### src/rtl/float_mult_arbiter.sv
// Round-robin front end that lets NUM_REQ requesters share one pipelined float multiplier.
// Issued requester IDs queue in an in-order tag FIFO so each result is steered back to its owner.
module float_mult_arbiter #(
    parameter int NUM_REQ      = 4,
    parameter int TAG_W        = $clog2(NUM_REQ),
    parameter int MAX_INFLIGHT = 8
) (
    input  logic                               clk,
    input  logic                               sclr,
    input  logic [NUM_REQ-1:0]                 req_valid,
    input  logic [NUM_REQ*32-1:0]              req_a,
    input  logic [NUM_REQ*32-1:0]              req_b,
    output logic [NUM_REQ-1:0]                 req_grant,
    output logic                               mult_sclr,
    output logic                               mult_nd,
    output logic [31:0]                        mult_a,
    output logic [31:0]                        mult_b,
    input  logic                               mult_rdy,
    input  logic [31:0]                        mult_result,
    output logic [NUM_REQ-1:0]                 resp_valid,
    output logic [31:0]                        resp_result,
    output logic [$clog2(MAX_INFLIGHT+1)-1:0]  inflight,
    output logic                               err_orphan
);

    localparam int CNT_W = $clog2(MAX_INFLIGHT + 1);
    localparam int AW    = (MAX_INFLIGHT > 1) ? $clog2(MAX_INFLIGHT) : 1;

    logic [TAG_W-1:0] ptr;
    logic [TAG_W-1:0] tag_mem [MAX_INFLIGHT];
    logic [AW-1:0]    wr_idx;
    logic [AW-1:0]    rd_idx;
    logic [CNT_W-1:0] count;

    logic [31:0]      a_arr [NUM_REQ];
    logic [31:0]      b_arr [NUM_REQ];

    logic             fifo_full;
    logic             pop;
    logic             grant_found;
    logic [TAG_W-1:0] grant_id;
    logic [TAG_W:0]   sum;
    logic [TAG_W-1:0] cand;

    for (genvar i = 0; i < NUM_REQ; i++) begin : g_unpack
        assign a_arr[i] = req_a[32*i +: 32];
        assign b_arr[i] = req_b[32*i +: 32];
    end

    assign mult_sclr = sclr;
    assign inflight  = count;
    assign fifo_full = (count == CNT_W'(MAX_INFLIGHT));
    assign pop       = mult_rdy && (count != '0);

    // A result leaving in the same cycle frees a slot, so a full FIFO can still accept a grant.
    always_comb begin
        grant_found = 1'b0;
        grant_id    = '0;
        sum         = '0;
        cand        = '0;
        if (!sclr && (!fifo_full || pop)) begin
            for (int k = 0; k < NUM_REQ; k++) begin
                sum = {1'b0, ptr} + (TAG_W+1)'(k);
                if (sum >= (TAG_W+1)'(NUM_REQ)) begin
                    sum = sum - (TAG_W+1)'(NUM_REQ);
                end
                cand = sum[TAG_W-1:0];
                if (!grant_found && req_valid[cand]) begin
                    grant_found = 1'b1;
                    grant_id    = cand;
                end
            end
        end
    end

    assign req_grant = grant_found ? (NUM_REQ'(1) << grant_id) : '0;

    always_ff @(posedge clk) begin
        if (grant_found) begin
            tag_mem[wr_idx] <= grant_id;
        end
    end

    always_ff @(posedge clk) begin
        if (sclr) begin
            ptr         <= '0;
            wr_idx      <= '0;
            rd_idx      <= '0;
            count       <= '0;
            mult_nd     <= 1'b0;
            mult_a      <= '0;
            mult_b      <= '0;
            resp_valid  <= '0;
            resp_result <= '0;
            err_orphan  <= 1'b0;
        end else begin
            mult_nd    <= grant_found;
            resp_valid <= '0;

            if (grant_found) begin
                mult_a <= a_arr[grant_id];
                mult_b <= b_arr[grant_id];
                ptr    <= (grant_id == TAG_W'(NUM_REQ-1)) ? '0 : grant_id + 1'b1;
                wr_idx <= (wr_idx == AW'(MAX_INFLIGHT-1)) ? '0 : wr_idx + 1'b1;
            end

            // A result with no outstanding tag cannot be routed; flag it and drop it.
            if (pop) begin
                resp_valid  <= NUM_REQ'(1) << tag_mem[rd_idx];
                resp_result <= mult_result;
                rd_idx      <= (rd_idx == AW'(MAX_INFLIGHT-1)) ? '0 : rd_idx + 1'b1;
            end else if (mult_rdy) begin
                err_orphan <= 1'b1;
            end

            case ({grant_found, pop})
                2'b10:   count <= count + CNT_W'(1);
                2'b01:   count <= count - CNT_W'(1);
                default: count <= count;
            endcase
        end
    end

endmodule
### config.mk
export PLATFORM = sky130hd
export DESIGN_NAME = float_mult_arbiter
export DESIGN_NICKNAME = d
export VERILOG_FILES = /design/src/rtl/float_mult_arbiter.sv
export SDC_FILE = /design/constraint.sdc
export NUM_CORES = 1
export LEC_CHECK = 0
export BUFFER_PORTS_ARGS = -buffer_cell sky130_fd_sc_hd__buf_2
export CAP_MARGIN = 20
export CORE_AREA = 2 2 157 159
export CTS_BUF_LIST = sky130_fd_sc_hd__clkbuf_4 sky130_fd_sc_hd__clkbuf_8
export CTS_CLUSTER_DIAMETER = 100
export DETAILED_ROUTE_END_ITERATION = 16
export DIE_AREA = 0 0 159 161
export GPL_ROUTABILITY_DRIVEN = 1
export PLACE_DENSITY = 0.6
export REMOVE_ABC_BUFFERS = 1
export SLEW_MARGIN = 20
export SYNTH_ARGS = -nofsm -noshare
export SYNTH_HDL_FRONTEND = slang
export SYNTH_SLANG_ARGS = --single-unit
### constraint.sdc
create_clock -name clk -period 3.2 [get_ports clk]
set_input_delay 0.32 -clock clk [delete_from_list [all_inputs] [get_ports clk]]
set_output_delay 0.32 -clock clk [all_outputs]
set_load 0.005 [all_outputs]
* After elaboration in Yosys (flattened, before gate mapping)
Memory sizes are Yosys's and may differ from the RTL's. A register that Yosys moved wholly into a read port is not among the register bits. Index checks and enable logic that the tools add are counted.
Word-level totals: logic and storage cells 101, memories 1, latch bits 0, input bits 295, bits in read-only memories 0, memory bits (writable) 16, register bits 114, output and inout bits 111
Memory list:
- tag_mem | depth 8, width 2, rd ports 1, clocked after Yosys merged registers in 1, wr ports 1, line 30 | logic [TAG_W-1:0] tag_mem [MAX_INFLIGHT];
Operators by class: bitwise operators 2, reduce and logical (&&, ||, !) cells 15, order comparisons 9, equality and inequality tests 6, shifts and indexed selects 2, $mul 0, div/mod/pow operators 0, muxes and demuxes 44, add/sub/neg operators 12
Operators by type and width (count):
- binary-select mux 32 bit (select 2 bit) | 2
- two-way mux 32 bit | 4
- two-way mux 2 bit | 14
- two-way mux 1 bit | 14
- >= comparator 3 bit (second input constant) | 4
- < comparator 2 x 3 -> 1 bit (second input constant) | 4
- two-way mux 3 bit | 4
- binary-select mux 1 bit (select 2 bit) | 4
- one-hot mux 4 bit (2 select lines) | 1
- << shifter 1 x 2 -> 4 bit (first input constant) | 2
- subtractor 2 x 1 -> 2 bit (second input constant) | 4
- adder 2 x 2 -> 3 bit (second input constant) | 2
- adder 3 x 1 -> 3 bit (second input constant) | 2
- == test 3 bit (second input constant) | 2
- logical AND 1 bit | 5
- zero test 1 bit | 5
- adder 4 x 1 -> 4 bit (second input constant) | 1
- == test 2 bit (second input constant) | 2
- == test 4 bit (second input constant) | 1
- two-way mux 4 bit | 1
- nonzero test 4 bit | 1
- subtractor 4 x 1 -> 4 bit (second input constant) | 1
- adder 2 x 1 -> 3 bit (second input constant) | 1
- >= comparator 2 x 3 -> 1 bit (second input constant) | 1
- other kinds (8) | 8

* Logic depth before layout (Yosys ltp)
Gate-level depths: netlist of run 1.
depth after elaboration 25, depth in mapped cells 14, depth with buffers taken out 11

* Worst setup path before layout of run 1
No wires, ideal clock.
path kind flip-flop to flip-flop, from reg count[1], in the netlist inflight[1], to reg count[2], in the netlist inflight[2], arrival time 2.609 ns, stages on the path, launching flop included 13, period minus slack after synthesis 2.679 ns, required time 3.130 ns, library setup time 0.070 ns, setup slack 0.521 ns, path buffers 2, cells stage by stage dfxtp_1 buf_2 or3_1 o21ai_1 clkinv_1 clkbuf_1 ha_1 xor2_1 ha_1 a21oi_1 xor2_1 or3_1 a21oi_1
On the way: cells in the longest elaborated chain, start to end 7, elaborated cells on any way between the ends 13, classes of those cells 2 x add/sub; 3 x eq/ne; 2 x mux; 6 x reduce/logical
Ends and longest elaborated chain:
- start: declaration | line 33 | logic [CNT_W-1:0] count;
- start signal: assignment | line 117 | 2'b10: count <= count + CNT_W'(1);
- start signal: assignment | line 118 | 2'b01: count <= count - CNT_W'(1);
- start signal: assignment | line 119 | default: count <= count;
- == test 4 bit / nonzero test 4 bit (equally long branches) | line 52, 53
- zero test 1 bit / logical AND 1 bit (equally long branches) | line 61, 53
- logical OR 1 bit | line 61 | if (!sclr && (!fifo_full || pop)) begin
- logical AND 1 bit | line 61
- two-way mux 1 bit | line 61
- == test 2 x 1 -> 1 bit / == test 2 bit (equally long branches) | line 116 | case ({grant_found, pop})
- one-hot mux 4 bit (2 select lines) / nonzero test 2 bit (equally long branches)
Several ways; a longest one is shown, not always the timed one. A chain may end at the register's enable or synchronous reset.

* Final worst setup path of run 1
from reg ptr[0], to out req_grant[3]
On the way: cells in the longest elaborated chain, start to end 21, elaborated cells on any way between the ends 48, classes of those cells 7 x add/sub; 4 x order compare; 1 x shift; 30 x mux; 6 x reduce/logical
Ends and longest elaborated chain:
- start: declaration | line 29 | logic [TAG_W-1:0] ptr;
- start signal: assignment | line 103 | ptr <= (grant_id == TAG_W'(NUM_REQ-1)) ? '0 : grant_id + 1'b1;
- >= comparator 2 x 3 -> 1 bit / subtractor 2 x 1 -> 2 bit (equally long branches) | line 64, 65
- two-way mux 2 bit | line 64 | if (sum >= (TAG_W+1)'(NUM_REQ)) begin
- two-way mux 2 bit | line 61
- binary-select mux 1 bit (select 2 bit) | line 68 | if (!grant_found && req_valid[cand]) begin
- two-way mux 1 bit (not written as such) | line 68
- two-way mux 1 bit | line 68
- two-way mux 1 bit | line 61
- zero test 1 bit | line 68
- [... 6 more ...]
- two-way mux 1 bit | line 61
- zero test 1 bit | line 68
- logical AND 1 bit | line 68
- two-way mux 2 bit (*) | line 68
- two-way mux 2 bit (*) | line 61
- net grant_id[0] | line 41 | logic [TAG_W-1:0] grant_id;
- << shifter 1 x 2 -> 4 bit (*) | line 76 | assign req_grant = grant_found ? (NUM_REQ'(1) << grant_id) : '0;
- two-way mux 4 bit (*) | line 76
- end: declaration | line 13 | output logic [NUM_REQ-1:0] req_grant,
The timed path passes the listed nets; every way through them passes the cells marked *. The select of a mux whose other input is x is not followed.

==> results.toml, run 1 <==
[floorplan]
floorplan.initialDensity_pct = 26.9
die_area_um2 = 25600
row_count = 57
die_h_um = 161
io_pins = 406
die_w_um = 159
core_area_um2 = 24000

[power_and_ir_drop]
p_sw_share_pct = 36.4
p_int_uw = 3710
p_sw_uw = 2120
power_leakage_uw = 0.00433
power_frac_clock_pct = 23.5
p_per_area_nw_per_um2 = 643
seq_power_share_pct = 39.6
vdd_drop_max_v = 0.000362
p_comb_share_pct = 36.9

[sta]
slew_violations = 0
setup_viol = 0
relSlewSlack_pct = 39.6
fin_setup_tns_ns = 0
grt_setup_unrepaired = "no"
hold_viol = 0
fin_skew_ns = 0.0188
period_minus_slack_ns = 2.89
post-route-period-util_pct = 90.2
fmaxAchievable_ghz = 0.346
setup_ws_ns = 0.314
holdWs_ns = 0.110
worst_pin_slew_ns = 0.905

[clock_network]
cts.path.max_buffers = 2
clk_root_buffer_cell = "clkbuf_8"
post-cts-setup-buffers = 0
cts.sinks = 133
clkTransAtPathRegs_ns = 0.09
cts_buffers = 17
cts_hold_buf = 0
cts_tree = "done"
postCtsResizedCells = 0
htree_levels = 4
clock_latency_ns = 0.44

[logic_synthesis]
synth-seq-cells = 133
ys_top_cells_by_area = "dfxtp_1, mux2i_1, nand2_1, o221ai_1, edfxtp_1"
synth_warnings = 0
ys_seq_area_share_pct = 43.8
syn_area_per_cell_um2 = 9.81
synthMostInstantiatedCell = "nand2_1"
synth_common_cells = "nand2_1, mux2i_1, dfxtp_1"
ys.flop_type = "dfxtp_1"
synth_top_area_share_pct = 36.4
synth_cells = 657
netlist_area_um2 = 6440
synthArstFlopShare_pct = 0
yosysUniqueCellTypes = 41
yosys.area.top_type = "dfxtp_1"
synth_edf_count = 16

[final_layout]
multi_input_comb_area_um2 = 3300
design_area_um2 = 9060
regArea_um2 = 2820
final_util_pct = 37.8
final_layout_size_suffix_gt1_share_pct = 43.5
syn_to_final_growth_pct = 40.6
layout.nets = 1348
fillCellCount = 2542

[worst_setup_path]
r2r-start = "inflight[3]"
r2r_end = "inflight[2]"
cpPeakStageDelay_ns = 0.68
critPathLaunchType = "flip-flop"
cp_slowest_cell = "or4b_1"
crit_fanout = 11
r2r_cells = 12
critPathKind = "flip-flop to output pin"
crit_chain = "nor2b_1 > or4b_1 > nand2_8 > nand2_1 > inv_1 > ha_1 > and3_1 > buf_2"
rrSetupSlack_ns = 0.62
cp.arrival_ns = 2.57
critPathCaptureType = "output pin"
cp.required_ns = 2.88

[routing]
ant_nets = 0
dr.first_iter.drc_count = 371
drc_errors = 0
vias = 6389
dr.pass1.iters = 4
avgRoutedWirePerCell_um = 15.7
drt_wl_total_um = 21700
vias_per_cell = 4.63

[place]
dp_hpwl_um = 16500
dpl-instance-area_um2 = 8680
gp_congestion = 0.862
pre_cts_slack_ns = 0.507
io_buffers = 405

[grt]
grtUsageTotal_pct = 16.3
grt_max_degree = 74
grt_remaining_overflow = 0
grt_antenna_before_repair = 3
grt_pass1_wl_um = 33300
grt_pass1_vias = 6304

[status]
status = "completed"

[worst_hold_path]
hold_depth = 3
hold_start = "mult_result[27]"
hold_end = "resp_result[27]"
hold_class = "primary input to flip-flop"

[flow_run]
maxCapViolCount = 0
## worst max-delay path, delay by kind of cell, from the launching register on
| family | cells | cell delay, ns |
|---|---|---|
| fa+ha+maj | 1 | 0.22 |
| buf+inv | 2 | 0.39 |
| flops | 1 | 0.37 |
| simple gates | 5 | 1.15 |
## state kept, by name, summed over array words and instances (netlist names), 2 cells and up, named ones only
register     flops
inflight         4
mult_a          32
mult_b          32
ptr              2
rd_idx           3
resp_result     32
resp_valid       4
tag_mem         16
wr_idx           3
## how the worst max path moves through the flow
stage / start / to
3_5_place_dp: req_valid[2] / mult_b[10]
3_3_place_gp: req_valid[2] / mult_b[6]
6_report: ptr[0] / req_grant[3]
4_1_cts: ptr[0] / req_grant[3]
5_1_grt: ptr[0] / req_grant[3]
2_1_floorplan: inflight[0] / inflight[2]
## placed cells by master (no fill, tap or decap), types with 2 or more instances in the layout
master,instances
buf_2,405
nand2_1,144
mux2i_1,128
dfxtp_1,117
o221ai_1,61
a21oi_1,41
clkbuf_8,17
edfxtp_1,16
nor2_1,14
buf_4,12
ha_1,11
nand3_1,8
nor2b_1,6
o21ai_0,6
nor3_1,4
inv_1,4
and3_1,4
or3_1,4
mux4_2,4
clkinv_4,4
xor2_1,3
nor3b_1,3
nor4b_1,3
a211o_1,3
o211ai_1,3
inv_6,3
clkinvlp_4,3
clkinv_1,2
nor4_1,2
clkinv_2,2
## power groups by stage
| stage | logic [uW] | clock network [uW] | registers [uW] |
|---|---|---|---|
| after global placement | 2170 | 0 | 2340 |
| after global routing | 2380 | 1490 | 2360 |
| after detailed placement | 2180 | 0 | 2340 |
| final | 2150 | 1370 | 2300 |
| after CTS | 2190 | 1430 | 2310 |
| after floorplan | 1240 | 0 | 2350 |
## cell type report
cell class / count / share of cell area, %
antenna: 1 / 0.0276
clock buffer: 18 / 2.67
clock inverter: 14 / 1.41
inverter: 5 / 0.207
multi-input combinational: 467 / 36.4
sequential: 133 / 31.2
tap: 324 / 4.48
timing repair buffer: 418 / 23.6
## metrics by stage
| stage | power [uW] | std cells |
|---|---|---|
| after floorplan | 3590 | 605 |
| after global placement | 4500 | 1347 |
| after detailed placement | 4520 | 1347 |
| after CTS | 5930 | 1379 |
| after global routing | 6230 | 1380 |
| final | 5820 | 1380 |
## cells by family (layout without fill, tap and decap cells)
| group | count (synthesis) | count (layout) | share of synthesized area (%) |
|---|---|---|---|
| flops | 133 | 133 | 43.8 |
| xor+xnor | 4 | 4 | 0.544 |
| simple gates | 200 | 200 | 13.4 |
| buf+inv | 57 | 455 | 5.40 |
| other cells | 0 | 1 | 0 |
| mux | 133 | 133 | 21.5 |
| fa+ha+maj | 11 | 11 | 2.14 |
| compound gates | 119 | 119 | 13.2 |
## metal layers
metal	vias to the layer above	track usage (%)	part of all wire (%)
met5	-	0	0.11
met4	4	5.79	2.1
met3	30	4.57	6.0
met2	241	29.1	50
met1	2943	18.8	42
li1	3171	-	-
No activity file was read; power rests on OpenSTA's default activity.
==> inputs of run 2 (changes only) <==
--- a/config.mk
+++ b/config.mk
@@ -7,13 +7,13 @@
 export LEC_CHECK = 0
 export BUFFER_PORTS_ARGS = -buffer_cell sky130_fd_sc_hd__buf_2
 export CAP_MARGIN = 20
-export CORE_AREA = 2 2 157 159
+export CORE_AREA = 2 2 159 161
 export CTS_BUF_LIST = sky130_fd_sc_hd__clkbuf_4 sky130_fd_sc_hd__clkbuf_8
 export CTS_CLUSTER_DIAMETER = 100
 export DETAILED_ROUTE_END_ITERATION = 16
-export DIE_AREA = 0 0 159 161
+export DIE_AREA = 0 0 161 163
 export GPL_ROUTABILITY_DRIVEN = 1
-export PLACE_DENSITY = 0.6
+export PLACE_DENSITY_LB_ADDON = 0.08
 export REMOVE_ABC_BUFFERS = 1
 export SLEW_MARGIN = 20
 export SYNTH_ARGS = -nofsm -noshare
==> constraint.sdc (replaced) <==
create_clock -name clk -period 3.4 [get_ports clk]
set_input_delay 0.34 -clock clk [delete_from_list [all_inputs] [get_ports clk]]
set_output_delay 0.34 -clock clk [all_outputs]
set_load 0.05 [all_outputs]
==> run 2 against run 1 <==
Combinational power grew 46%. Routed wire length grew 10%. Clock power grew 7%. Cell area up 1.0%. Clock-buffer cell count grew 1. Global-route usage rose by 1.4 points. Critical path type unchanged. Total power up 16%. Final cell count up 0.65%.
==> results.toml, run 2 (synthesized netlist as in run 1, its figures left out) <==
[routing]
dr.pass1.iters = 4
drt_wl_total_um = 23900
dr.first_iter.drc_count = 224
vias = 6364
vias_per_cell = 4.58
ant_nets = 0
drc_errors = 0
avgRoutedWirePerCell_um = 17.2

[sta]
grt_setup_unrepaired = "no"
relSlewSlack_pct = 46.9
slew_violations = 0
worst_pin_slew_ns = 0.796
setup_viol = 0
fin_setup_tns_ns = 0
hold_viol = 0
setup_ws_ns = 0.306
period_minus_slack_ns = 3.09
fin_skew_ns = 0.0171
fmaxAchievable_ghz = 0.323
post-route-period-util_pct = 91.0

[grt]
grt_antenna_before_repair = 7
grt_pass1_wl_um = 36100
grt_remaining_overflow = 0
grt_max_degree = 77
grt_pass1_vias = 6536
grtUsageTotal_pct = 17.7

[flow_run]
maxCapViolCount = 0

[power_and_ir_drop]
total_power_uw = 6750
seq_power_share_pct = 31.9
p_sw_uw = 3080
p_comb_share_pct = 46.4
p_per_area_nw_per_um2 = 738
vdd_drop_max_v = 0.000281
power_frac_clock_pct = 21.7
p_int_uw = 3670
p_sw_share_pct = 45.7
power_leakage_uw = 0.00437

[final_layout]
final_common_cell = "buf_2"
syn_to_final_growth_pct = 42.0
final_cell_mix = "buf_2, nand2_1, mux2i_1"
design_area_um2 = 9150
final_layout_size_suffix_gt1_share_pct = 43.6
layout.nets = 1348
largestRegisters = "mult_a x32, mult_b x32, resp_result x32"
regArea_um2 = 2820
fillCellCount = 2662
multi_input_comb_area_um2 = 3300

[worst_setup_path]
cp_top_family = "simple AND/OR/NAND/NOR gates"
critPathKind = "flip-flop to output pin"
crit_chain = "nor2b_1 > or4b_1 > nand2_8 > nand2_1 > inv_1 > ha_1 > and3_1 > buf_2"
cp_slowest_cell = "or4b_1"
critPathLaunchType = "flip-flop"
cp.required_ns = 3.06
crit_fanout = 12
cpPeakStageDelay_ns = 0.68
critPathCaptureType = "output pin"
cp.arrival_ns = 2.75
path_buf_inv = 2

[place]
dp_hpwl_um = 17900
gp_congestion = 0.766
dpl-instance-area_um2 = 8720
io_buffers = 405
pre_cts_slack_ns = 0.575

[floorplan]
die_w_um = 161
floorplan.initialDensity_pct = 26.1
die_area_um2 = 26200
core_area_um2 = 24700
io_pins = 406
die_h_um = 163
row_count = 58

[clock_network]
cts.path.max_buffers = 2
post-cts-setup-buffers = 0
cts_hold_buf = 0
postCtsResizedCells = 0
cts.sinks = 133
htree_levels = 4
clock_latency_ns = 0.44
clk_root_buffer_cell = "clkbuf_8"
cts_buffers = 17
cts_tree = "done"
clkTransAtPathRegs_ns = 0.09

[status]
status = "completed"

[worst_hold_path]
hold_class = "primary input to flip-flop"
==> run 2: cell types whose count changed in the layout (fill, tap and decap cells not counted) <==
cell,previous run,this run
diode_2,1,4
buf_12,1,3
buf_4,12,10
bufinv_16,1,3
clkinvlp_4,3,1
clkbuf_4,1,2
clkinv_1,2,1
clkinv_2,2,1
inv_6,3,4
==> run 2: layer usage <==
layer,global-route usage [%],routed length [um]
met5,0,27
met3,5.68,1610
met4,5.76,408
met2,32.0,12400
met1,19.7,9480
==> run 2: path summary, 6_finish.rpt <==
path                        start              end  slack [ns]  cells past startpoint
hold reg to reg    resp_result[6]   resp_result[6]        0.45                      2
hold / removal    mult_result[11]  resp_result[11]        0.14                      3
setup / recovery           ptr[0]     req_grant[3]        0.31                      8
setup reg to reg      inflight[2]      inflight[2]        0.81                     12
==> run 2: metrics by stage <==
step	instances	utilization (%)	hold WS, ns
floorplan	605	-	0.409
global placement	1353	35.3	0.440
detailed placement	1353	35.3	0.444
CTS	1385	37.0	0.0891
global route	1388	37.1	0.0977
finish	1389	37.1	0.136
==> run 2: power groups by stage <==
stage | registers [uW] | clock network, uW | logic [uW]
6_report | 2150 | 1460 | 3130
5_1_grt | 2200 | 1590 | 3360
4_1_cts | 2160 | 1530 | 3180
3_5_place_dp | 2180 | 0 | 3180
3_3_place_gp | 2180 | 0 | 3190
2_1_floorplan | 3260 | 0 | 1190
==> run 2: layout make-up <==
| type | instances | area share, % |
|---|---|---|
| antenna | 4 | 0.109 |
| clock buffer | 19 | 2.72 |
| clock inverter | 13 | 1.89 |
| inverter | 5 | 0.205 |
| multi-input combinational | 467 | 36.1 |
| sequential | 133 | 30.9 |
| tap | 330 | 4.51 |
| timing repair buffer | 418 | 23.6 |
==> run 2: tightest hold or removal path, stage by stage <==
cell and delay [ns]:
buf_2 0.09, nand2_1 0.04, a21oi_1 0.05
